`src/rtl/bit_serial_adder_sequencer.sv`:
```
// Bit-serial add/sub sequencer: one full-adder cell stepped LSB first
// over a WIDTH-bit operand pair, one bit per clock.
module bit_serial_adder_sequencer #(
  parameter  int WIDTH = 8,
  localparam int CNT_W = $clog2(WIDTH)
) (
  input  logic             input_clock,
  input  logic             input_reset_n,
  input  logic             input_start,
  input  logic             input_subtract,
  input  logic [WIDTH-1:0] input_a,
  input  logic [WIDTH-1:0] input_b,
  output logic             output_busy,
  output logic             output_done,
  output logic [WIDTH-1:0] output_sum,
  output logic             output_carry,
  output logic             output_overflow
);

  typedef enum logic [1:0] {
    IDLE,
    RUN,
    DONE
  } state_t;

  state_t state, next_state;

  logic [WIDTH-1:0] sa, sb, sr;
  logic [CNT_W-1:0] cnt;
  logic             cff;
  logic             fa_sum, fa_carry;
  logic             last;

  single_bit_full_adder u_fa (
    .input_a     (sa[0]),
    .input_b     (sb[0]),
    .input_carry (cff),
    .output_sum  (fa_sum),
    .output_carry(fa_carry)
  );

  assign last = (cnt == CNT_W'(WIDTH - 1));

  always_ff @(posedge input_clock) begin
    if (!input_reset_n) state <= IDLE;
    else                state <= next_state;
  end

  always_comb begin
    next_state = state;
    unique case (state)
      IDLE:    if (input_start) next_state = RUN;
      RUN:     if (last) next_state = DONE;
      DONE:    next_state = IDLE;
      default: next_state = IDLE;
    endcase
  end

  assign output_busy = (state != IDLE);
  assign output_done = (state == DONE);

  // Overflow uses the carry FF as the carry into the MSB on the last step.
  always_ff @(posedge input_clock) begin
    if (!input_reset_n) begin
      sa              <= '0;
      sb              <= '0;
      sr              <= '0;
      cnt             <= '0;
      cff             <= 1'b0;
      output_sum      <= '0;
      output_carry    <= 1'b0;
      output_overflow <= 1'b0;
    end else begin
      unique case (state)
        IDLE: begin
          if (input_start) begin
            sa  <= input_a;
            sb  <= input_subtract ? ~input_b : input_b;
            cff <= input_subtract;
            cnt <= '0;
          end
        end
        RUN: begin
          sr  <= {fa_sum, sr[WIDTH-1:1]};
          sa  <= sa >> 1;
          sb  <= sb >> 1;
          cff <= fa_carry;
          cnt <= cnt + CNT_W'(1);
          if (last) begin
            output_sum      <= {fa_sum, sr[WIDTH-1:1]};
            output_carry    <= fa_carry;
            output_overflow <= cff ^ fa_carry;
          end
        end
        default: ;
      endcase
    end
  end

endmodule

module single_bit_full_adder (
  input  logic input_a,
  input  logic input_b,
  input  logic input_carry,
  output logic output_sum,
  output logic output_carry
);
  assign output_sum   = input_a ^ input_b ^ input_carry;
  assign output_carry = (input_a & input_b) |
                        (input_carry & (input_a ^ input_b));
endmodule

```
`config.mk`:
```
export PLATFORM = sky130hd
export DESIGN_NAME = bit_serial_adder_sequencer
export DESIGN_NICKNAME = d
export VERILOG_FILES = /design/src/rtl/bit_serial_adder_sequencer.sv
export SDC_FILE = /design/constraint.sdc
export NUM_CORES = 1
export LEC_CHECK = 0
export ABC_AREA = 0
export CAP_MARGIN = 0
export CORE_UTILIZATION = 50
export DETAILED_ROUTE_END_ITERATION = 8
export PLACE_DENSITY_LB_ADDON = 0.15
export SETUP_SLACK_MARGIN = 0.15
export SLEW_MARGIN = 0
export SYNTH_ARGS = -nofsm -noshare
export SYNTH_HDL_FRONTEND = slang
export SYNTH_SLANG_ARGS = --single-unit
```
`constraint.sdc`:
```
create_clock -name input_clock -period 2.1 [get_ports input_clock]
set_input_delay 0.63 -clock input_clock [delete_from_list [all_inputs] [get_ports input_clock]]
set_output_delay 0.63 -clock input_clock [all_outputs]
set_load 0.005 [all_outputs]
```
# Word level (Yosys, flattened, before mapping)
# Index checks and enable logic that the tools add are counted.
[word_totals] register_bits=40 word_cells=40
[classes] add_sub_neg=1 n_eq_ne=5 mux=12 bitwise=7 reduce_logical=6
[op_table] cell="$pmux W8 S2" n=2
[op_table] cell="$mux W8" n=3
[op_table] cell="$not A8 Y8" n=1
[op_table] cell="$pmux W3 S2" n=1
[op_table] cell="$reduce_and A2 Y1" n=3
[op_table] cell="$mux W2" n=2
[op_table] cell="$ne A2 B2 Y1 const B" n=2
[op_table] cell="$pmux W2 S2" n=1
[op_table] cell="$reduce_bool A2 Y1" n=2
[op_table] cell="$add A3 B1 Y3 const B" n=1
[op_table] cell="$eq A3 B3 Y1 const B" n=1
[op_table] cell="$mux W3" n=1
[op_table] cell="$xor A1 B1 Y1" n=3
[op_table] cell="$and A1 B1 Y1" n=2
[op_table] cell="$eq A2 B1 Y1 const B" n=1
[op_table] cell="$eq A2 B2 Y1 const B" n=1
[op_table] cell="$logic_not A2 Y1" n=1
[op_table] cell="$pmux W1 S2" n=1
[op_table] cell="$mux W1" n=1
[op_table] cell="$or A1 B1 Y1" n=1

# Depth between registers and ports, before layout
[depth] depth_word=4 ltp_mapped=6

# Cells and area by module
# Synthesis repeated with hierarchy kept, for this count alone.
[unflattened] cells_unflattened=183 area_unflattened_um2=1779.2
[modules_own_cells] module="bit_serial_adder_sequencer" instances=1 cells_each=182 area_each_um2=1759.2 seq_area_each_um2=780.7
[modules_own_cells] module="single_bit_full_adder" instances=1 cells_each=1 area_each_um2=20.0 seq_area_each_um2=0.0

# Worst setup path before layout
# Ideal clock, no wire load.
[synth_path] path_type="in2out" startpoint="input port state[1]" endpoint="output port output_done" arrival_ns=0.843 t_required_ns=1.470 slack_ns=0.627 stages=5 path_buffers=2 path_cell_list="dfxtp_1 > buf_4 > inv_2 > buf_2 > nor2_1"
[synth_via] elab_chain_len=1
[synth_rtl] item="start: declaration" line="26" text="state_t state, next_state;"
[synth_rtl] item="$eq A2 B2 Y1" line="60" text="assign output_done = (state == DONE);"
[synth_rtl] item="end: declaration" line="14" text="output logic output_done,"
# Every way passes these cells.

# Worst setup path after layout
[layout_path] startpoint="input port output_sum[2]" endpoint="output port output_sum[2]"
[layout_rtl] item="start: declaration" line="15" text="output logic [WIDTH-1:0] output_sum,"
# No word-level cell between the ends.

==> impl_metrics.py <==
metrics = {
    "worst_setup_path": {
        "required_ps": 1470,
        "r2r_setup_slack_ps": 550,
        "critPathKind": "register to output port",
        "cp_top_family": "buffers and inverters",
        "slowest_stage": "clkdlybuf4s50_1",
        "path_max_fanout": 2,
        "crit_path_cell_trace": "clkdlybuf4s50_1",
        "cp-start-kind": "register",
        "r2r-end": "output_overflow",
        "worst-r2r-cell-count": 5,
        "cpPeakStageDelay_ps": 510,
        "end_kind": "output port",
        "worstPathArrival_ps": 1230,
        "r2r-start": "cnt[0]",
        "cp_num_buf_inv": 1,
    },
    "clocking": {
        "numCtsBuffers": 5,
        "clock_latency_ps": 360,
        "cts_tree": "yes",
        "clk_path_buf_depth": 2,
        "htree_levels": 2,
        "cts_root_buf": "clkbuf_4",
        "cts.sinks": 39,
        "clk_pin_slew_ps": 120,
    },
    "detailed_routing": {
        "wl_mm": 3.610,
        "vias": 1499,
        "wl_per_cell_um": 13.08,
        "post-route-drc-count": 0,
        "via_per_inst": 5.431,
        "ant_nets": 0,
        "initialDrtViolationCount": 91,
        "drt_pass1_iterations": 6,
    },
    "layout": {
        "antenna_cells": 0,
        "fin_cells": 276,
        "areaGrowthSynthToFinish_pct": 25.49,
        "fin_area_sq_um": 2168,
        "final_util_pct": 68.77,
        "drive_above_1_share_pct": 12.93,
        "final_nets": 254,
    },
    "synthesis": {
        "synth_ff_type": "dfxtp_1",
        "synth_edf_count": 0,
        "synth_compound_area_share_pct": 22.59,
        "synthesis.instances": 196,
        "synth_cell_type_count": 34,
        "synth_xor_area_share_pct": 4.562,
        "synth.cell_area_sq_um": 1728,
        "ys_seq_area_share_pct": 45.18,
        "syn_avg_cell_area_sq_um": 8.816,
        "ys_warn_count": 0,
        "yosys-top-cells-count": "nand2_1 (42), dfxtp_1 (39), a21oi_1 (24), a22oi_1 (10)",
        "ys_async_sr_fraction_pct": 0,
        "synth_top_family_by_area": "compound AO/OA/AOI/OAI gates",
        "synth.largest_area_cell": "dfxtp_1",
        "ys_seq_elements": 39,
        "yosysTopAreaCellShare_pct": 45.18,
        "synth_most_common_cell": "nand2_1",
        "synth-simple-area-share_pct": 17.60,
        "synthAdderAreaFrac_pct": 2.607,
        "synth_area_leaders": "dfxtp_1 (45%), nand2_1 (9.1%), a21oi_1 (7.0%)",
        "syn-num-nets": 219,
        "muxShareOfSynthArea_pct": 1.159,
    },
    "place": {
        "portBuffers": 31,
        "gp_congestion": 0.7983,
        "placed_area_sq_um": 2067,
        "dp_cells": 266,
        "hpwl_mm": 2.546,
    },
    "timing": {
        "skew_ps": 9.638,
        "period_minus_slack_ps": 1858,
        "setup-violations-final": 0,
        "finalCritPeriodShare_pct": 88.49,
        "drv_slew": 0,
        "fmax_mhz": 538.1,
        "setup_tns_ps": 0,
        "maxSlewHeadroom_pct": 72.13,
        "finalHoldViolCount": 0,
        "rsz0062_at_grt": "no",
        "worst_slew_pin_slew_ps": 418.0,
    },
    "die": {
        "core_sq_um": 3153,
        "rows": 20,
        "die_w_um": 60.79,
        "initial_utilization_pct": 54.80,
        "pin_count": 32,
        "dieArea_sq_um": 3695,
        "die_height_um": 60.79,
    },
    "power": {
        "p_leak_uw": 0.0008051,
        "p_per_area_nw_per_um2": 686.2,
        "vdd_ir_drop_max_mv": 0.4165,
    },
    "worst_hold_path": {
        "hold_path_class": "register to register",
        "hold-path-endpoint": "output_sum[0]",
        "min_path_cells": 2,
        "min_from": "output_sum[0]",
    },
    "grt": {
        "grt_max_degree": 18,
        "antenna_found_initial": 0,
        "grt.total_usage_pct": 21.60,
        "overflow": 0,
        "grt_first_pass_wirelength_mm": 5.906,
        "grt_pass1_vias": 1378,
    },
    "status": {
        "outcome": "finished, final reports clean",
    },
    "job": {
        "maxCapViolations": 0,
    },
}
## layout make-up
type	count	area, sq um
fillers	283	984.7
multi-input cells	139	838.3
flip-flops and latches	39	783.3
repair buffers	42	390.4
well taps	44	55.05
clock inverters	3	43.79
clock buffers	5	37.54
inverters	4	20.02
## how the worst max path moves through the flow
stage,start,to,slack (ps),cells past startpoint
3_3_place_gp,input_start,sa[1],90,4
2_1_floorplan,state[1],output_done,630,4
6_report,output_sum[2],output_sum[2],240,1
3_5_place_dp,input_start,sa[5],50,4
5_1_grt,output_carry,output_carry,190,1
4_1_cts,output_carry,output_carry,230,1
## flip-flops by register name, indices dropped and copies added (netlist names)
register,count
sb,8
state,2
output_sum,8
output_carry,1
output_overflow,1
sr,7
sa,8
cff,1
cnt,3
## layer usage
layer | global-route usage (%) | up-vias | share of wire (%)
met5 | 0 | - | 0
met4 | 11.04 | 0 | 1.4
met3 | 4.478 | 7 | 3.8
met2 | 37.83 | 33 | 51
met1 | 24.83 | 703 | 44
li1 | - | 756 | -
## report_power, final
group / leakage [uW] / switching, uW / internal (uW)
sequential: 0.000319 / 24.6 / 772
combinational: 0.000441 / 88.6 / 94.4
clock: 0.0000452 / 258 / 250
## timing repair
item,CTS,global route
resized for setup,6,0
hold buffers,0,0
buffers inserted,2,0
endpoints found under the setup margin,2,0
## stage by stage
stage	power (uW)	hold WS, ps	setup slack, ps
after global placement	982.3	438.3	85.39
after global routing	1554	489.1	194.3
after CTS	1500	466.1	233.6
after floorplan	925.9	432.1	626.6
after detailed placement	992.4	448.6	46.88
final	1488	464.2	241.6
## placed cells by master (no fill, tap or decap), drive strengths merged, types with 6 or more instances in the layout
cell type and count:
xor2 8, or3b 6, buf 11, o221ai 8, nor2 6, a22oi 10, o21ai 14, dfxtp 39
nand2 42, a21oi 24, clkdlybuf4s50 29
## cells by family (layout without fill, tap and decap cells)
logic type | count (synthesis) | in the layout
and+or+nand+nor | 63 | 63
AOI/OAI and AO/OA | 62 | 62
adders and majority gates | 3 | 3
xor gates and xnor gates | 9 | 9
DFF | 39 | 39
muxes | 2 | 2
buffers and inverters | 18 | 54
Power figures use the tool's default switching activity.
